`src/rtl/brick_health_tracker.sv`:
```
// Brick touch bitmap, per-life health and invulnerability window for the game-state arbiter.
// Optional bonus-life feature enabled by defining BONUS_LIFE_EN.
module brick_health_tracker #(
    parameter int NUM_BRICKS    = 50,
    parameter int INIT_HEALTH   = 3,
    parameter int INVULN_CYCLES = 16,
    parameter int BONUS_EVERY   = 10
) (
    input  logic                  clk,
    input  logic                  reset,
    input  logic [1:0]            game_state,
    input  logic                  hit_valid,
    input  logic [5:0]            hit_index,
    input  logic                  dmg_valid,
    output logic [NUM_BRICKS-1:0] bk_touched,
    output logic [3:0]            health,
    output logic [5:0]            touched_cnt,
    output logic                  new_touch,
    output logic                  invuln,
    output logic                  bonus_pulse
);

    localparam int CW = $clog2(INVULN_CYCLES + 1);

    localparam logic [1:0] GS_BEGIN   = 2'b00;
    localparam logic [1:0] GS_PLAYING = 2'b01;

    typedef enum logic [1:0] {
        ST_ARM    = 2'b00,
        ST_PLAY   = 2'b01,
        ST_INVULN = 2'b10,
        ST_FROZEN = 2'b11
    } state_t;

    state_t                  state_q, state_d;
    logic [NUM_BRICKS-1:0]   bk_touched_q, bk_touched_d;
    logic [3:0]              health_q, health_d;
    logic [5:0]              touched_cnt_q, touched_cnt_d;
    logic                    new_touch_q, new_touch_d;
    logic                    invuln_q, invuln_d;
    logic [CW-1:0]           timer_q, timer_d;

    logic [NUM_BRICKS-1:0]   hit_set;
    logic                    hit_new;
    logic                    upd;
    logic                    dmg_take;
    logic                    bonus_take;

    // One-hot of the brick that would flip from clear to set this cycle.
    genvar gi;
    generate
        for (gi = 0; gi < NUM_BRICKS; gi++) begin : g_hit
            assign hit_set[gi] = hit_valid && (hit_index == 6'(gi)) && !bk_touched_q[gi];
        end
    endgenerate

    assign hit_new = |hit_set;
    assign upd     = ((state_q == ST_PLAY) || (state_q == ST_INVULN)) && (game_state == GS_PLAYING);

`ifdef BONUS_LIFE_EN
    localparam int BW = $clog2(BONUS_EVERY + 1);

    logic [BW-1:0] bonus_cnt_q, bonus_cnt_d;
    logic          bonus_q, bonus_d;

    // Counts new touches modulo BONUS_EVERY; wraps exactly when touched_cnt hits a multiple.
    always_comb begin
        bonus_cnt_d = bonus_cnt_q;
        bonus_d     = 1'b0;
        if (game_state == GS_BEGIN) begin
            bonus_cnt_d = '0;
        end else if (upd && hit_new) begin
            if (bonus_cnt_q == BW'(BONUS_EVERY - 1)) begin
                bonus_cnt_d = '0;
                bonus_d     = 1'b1;
            end else begin
                bonus_cnt_d = bonus_cnt_q + 1'b1;
            end
        end
    end

    always_ff @(posedge clk or negedge reset) begin
        if (!reset) begin
            bonus_cnt_q <= '0;
            bonus_q     <= 1'b0;
        end else begin
            bonus_cnt_q <= bonus_cnt_d;
            bonus_q     <= bonus_d;
        end
    end

    assign bonus_take  = bonus_d;
    assign bonus_pulse = bonus_q;
`else
    // The bonus interval is meaningful only with the bonus feature built in.
    if (BONUS_EVERY < 1) begin : g_bonus_every_invalid
    end

    assign bonus_take  = 1'b0;
    assign bonus_pulse = 1'b0;
`endif

    always_comb begin
        state_d       = state_q;
        bk_touched_d  = bk_touched_q;
        health_d      = health_q;
        touched_cnt_d = touched_cnt_q;
        new_touch_d   = 1'b0;
        invuln_d      = invuln_q;
        timer_d       = timer_q;
        dmg_take      = 1'b0;

        if (game_state == GS_BEGIN) begin
            state_d       = ST_ARM;
            bk_touched_d  = '0;
            health_d      = 4'(INIT_HEALTH);
            touched_cnt_d = '0;
            invuln_d      = 1'b0;
            timer_d       = '0;
        end else begin
            case (state_q)
                ST_ARM: begin
                    if (game_state == GS_PLAYING) begin
                        state_d = ST_PLAY;
                    end
                end
                ST_PLAY, ST_INVULN: begin
                    if (!upd) begin
                        state_d = ST_FROZEN;
                    end else begin
                        if (state_q == ST_INVULN) begin
                            timer_d = timer_q - 1'b1;
                            if (timer_q == CW'(1)) begin
                                state_d  = ST_PLAY;
                                invuln_d = 1'b0;
                            end
                        end else if (dmg_valid) begin
                            dmg_take = 1'b1;
                            timer_d  = CW'(INVULN_CYCLES);
                            state_d  = ST_INVULN;
                            invuln_d = 1'b1;
                        end

                        if (hit_new) begin
                            bk_touched_d  = bk_touched_q | hit_set;
                            touched_cnt_d = touched_cnt_q + 6'd1;
                            new_touch_d   = 1'b1;
                        end

                        // Damage and bonus in one cycle cancel; each saturates alone.
                        if (dmg_take && !bonus_take && (health_q != 4'd0)) begin
                            health_d = health_q - 4'd1;
                        end else if (bonus_take && !dmg_take && (health_q != 4'd15)) begin
                            health_d = health_q + 4'd1;
                        end

                        if ((health_d == 4'd0) || (touched_cnt_d == 6'(NUM_BRICKS))) begin
                            state_d = ST_FROZEN;
                        end
                    end
                end
                default: begin
                    state_d = ST_FROZEN;
                end
            endcase
        end
    end

    always_ff @(posedge clk or negedge reset) begin
        if (!reset) begin
            state_q       <= ST_ARM;
            bk_touched_q  <= '0;
            health_q      <= 4'(INIT_HEALTH);
            touched_cnt_q <= '0;
            new_touch_q   <= 1'b0;
            invuln_q      <= 1'b0;
            timer_q       <= '0;
        end else begin
            state_q       <= state_d;
            bk_touched_q  <= bk_touched_d;
            health_q      <= health_d;
            touched_cnt_q <= touched_cnt_d;
            new_touch_q   <= new_touch_d;
            invuln_q      <= invuln_d;
            timer_q       <= timer_d;
        end
    end

    assign bk_touched  = bk_touched_q;
    assign health      = health_q;
    assign touched_cnt = touched_cnt_q;
    assign new_touch   = new_touch_q;
    assign invuln      = invuln_q;

endmodule

```
`config.mk`:
```
export PLATFORM = sky130hd
export DESIGN_NAME = brick_health_tracker
export DESIGN_NICKNAME = d
export VERILOG_FILES = /design/src/rtl/brick_health_tracker.sv
export SDC_FILE = /design/constraint.sdc
export NUM_CORES = 1
export LEC_CHECK = 0
export BUFFER_PORTS_ARGS = -buffer_cell sky130_fd_sc_hd__buf_2
export CAP_MARGIN = 5
export CORE_MARGIN = 3
export CORE_UTILIZATION = 60
export CTS_CLUSTER_SIZE = 28
export DETAILED_ROUTE_END_ITERATION = 6
export GPL_TIMING_DRIVEN = 0
export PLACE_DENSITY = 0.86
export SYNTH_ARGS = -nofsm -noshare
export SYNTH_HDL_FRONTEND = slang
export SYNTH_SLANG_ARGS = --single-unit
```
`constraint.sdc`:
```
create_clock -name clk -period 5.79 [get_ports clk]
set_clock_uncertainty 0.05 [all_clocks]
set_input_delay 1.737 -clock clk [delete_from_list [all_inputs] [get_ports clk]]
set_output_delay 1.737 -clock clk [all_outputs]
set_load 0.01 [all_outputs]
```
==> qor.csv <==
metric,value,unit
cts.sinks,69,
drv_slew,0,
intPower,793,µW
fmax,248,MHz
rsz0062_at_grt,no,
start_util,63.7,%
setup_viol,0,
cp.required,6020,ps
ir_worst_vdd,0.258,mV
synth_area_per_cell,9.17,µm²
crit_fanout,10,
overflow,0,
combinationalPowerShare,26.0,%
p_clk_share,29.0,%
period_share,69.6,%
antenna_left,0,
die_w,86.2,µm
end_kind,flop,
portBuffers,72,
post-dp-hpwl,7.85,mm
route.detailed.drc,0,
syn_area,3860,µm²
worst_slack,1760,ps
grt_max_degree,70,
postLayoutCellArea,4490,µm²
outcome,"complete, no violations",
ys_types,63,
p_seq_share,44.9,%
dr.pass1.iters,7,
cp.arrival,4260,ps
crit_type,input pin to flop,
layout-drive-gt1-share,27.7,%
cts_buffers,9,
cts.clk_slew.worst_paths,80,ps
insertion_delay,360,ps
synth_nets,440,
wl_per_cell,18.9,µm
cap_violations,0,
power.density,276,nW/µm²
postPlaceCellArea,4320,µm²
p_sw_share,35.9,%
fin_nets,523,
worstHoldPathType,flop to flop,
syn2layout_area_growth,16.4,%
antenna_found_initial,0,
ys.flop_type,dfrtp_1,
cts_buffer_depth,2,
post_cts_buffers,0,
vias_per_cell,6.26,
gp_congestion,0.980,
synth-seq-cells,69,
pin_count,75,
htreeDepth,3,
wl,11.1,mm
chipHeight,86.2,µm
drtIter0Drc,344,
grt.total_usage,31.4,%
synth_edf_count,0,
fin_util,74.1,%
worstSetupStartpointType,input pin,
synth-seq-area-share,44.8,%
grt_pass1_vias,3477,
cts-root-buf,clkbuf_8,
syn_inst,421,
tritoncts,yes,
antennaDiodeCount,0,
rows,28,
place_ws,1430,ps
coreArea,6060,µm²
fin_crit,4030,ps
dieArea,7430,µm²
worstMarginPinSlew,1280,ps
final.setup.tns,0,ps
slew_headroom,13.9,%
ys_warn_count,0,
fillCellCount,497,
async_flop_share,100,%
hold_viol,0,
cts_resized,0,
grt_pass1_wl,18.0,mm
leakage,0.00225,µW
vias,3655,
p_switching,445,µW
cts_hold_buf,0,
-- kinds of logic (layout without fill, tap and decap cells) --
group | after synthesis | after routing | synth area share [%]
xor+xnor | 2 | 2 | 0.454
other cells | 1 | 1 | 0.0972
buf+inv | 41 | 129 | 5.48
flops | 69 | 69 | 44.8
compound gates | 120 | 120 | 20.6
mux | 13 | 13 | 4.25
fa+ha+maj | 7 | 7 | 2.27
simple gates | 168 | 168 | 22.0
-- sequential cells by signal (all words and copies together), names as in the netlist --
name and flops:
new_touch 1, touched_cnt 6, timer_q 5, bk_touched 50, state_q 2, invuln 1
health 4
-- metrics by stage --
step / std cells / hold WS, ps / total power [µW]
after detailed placement: 568 / 455 / 877
after global routing: 584 / 488 / 1310
after CTS: 584 / 472 / 1230
final: 584 / 471 / 1240
after floorplan: 421 / 443 / 785
after global placement: 568 / 441 / 860
-- synthesized netlist by cell type (all sizes together) (3+ instances only) --
cell type,number,area [µm²]
nor3,21,139
ha,7,87.6
mux2i,7,70.1
mux2,4,48.8
buf,14,110
dfrtp,67,1680
o22ai,3,18.8
a31oi,4,25.0
o21ai,20,100
a221oi,3,26.3
clkbuf,14,52.6
nand3,13,65.1
inv,13,48.8
nand2,21,93.8
nand2b,10,62.6
nor2,79,322
or2,4,25.0
nor4,3,18.8
nand4,3,18.8
o31ai,3,27.5
a21oi,63,353
-- worst max-delay path, stage by stage --
cell and delay, ps:
buf_2 110, buf_6 170, buf_2 280, mux2i_1 250, nand4_1 130, a311o_1 430, o311ai_4 160, nand2_4 190
nor3_4 350, buf_6 200, a21oi_1 90, nor2_1 130
-- final timing paths --
path | startpoint | endpoint | slack, ps | depth (start not counted)
setup / recovery | hit_index[0] | bk_touched[19] | 1760 | 12
hold / removal | invuln | invuln | 470 | 2
setup reg to reg | bk_touched[21] | bk_touched[19] | 3090 | 9
hold reg to reg | invuln | invuln | 470 | 2
max in group asynchronous | reset | bk_touched[22] | 3680 | 1
min in group asynchronous | reset | bk_touched[12] | 1410 | 1
-- metal layers --
layer  global-route usage [%]  vias to the layer above  wire length (µm)
met5                        0                        -                 0
met4                     12.5                        0               308
met3                     5.99                       30              1070
met2                     47.0                      216              4990
met1                     45.3                     1748              4690
li1                         -                     1661                 -
-- area by class of cell --
class / instances / area (µm²) / share of cell area, %
multi-input cells: 311 / 1920 / 42.7
repair buffers: 72 / 363 / 8.08
plain buffers: 28 / 163 / 3.62
well taps: 75 / 93.8 / 2.09
clock inverters: 6 / 48.8 / 1.09
inverters: 13 / 48.8 / 1.09
clock buffers: 10 / 128 / 2.84
flip-flops and latches: 69 / 1730 / 38.5
-- cell usage in the layout (no fill, tap or decap), types with 13 or more instances in the layout --
cell type / count
o21ai_0: 18
clkbuf_1: 15
nand2_1: 19
a21oi_1: 53
dfrtp_1: 67
buf_2: 75
nor3_1: 18
nand3_1: 13
inv_1: 13
nor2_1: 69
-- power groups by stage --
stage / combinational [µW] / sequential (µW) / clock (µW)
after floorplan: 222 / 562 / 0
after global placement: 299 / 560 / 0
after detailed placement: 313 / 564 / 0
after CTS: 317 / 555 / 359
after global routing: 364 / 561 / 383
final: 322 / 557 / 360
(Power assumes the default switching activity.)
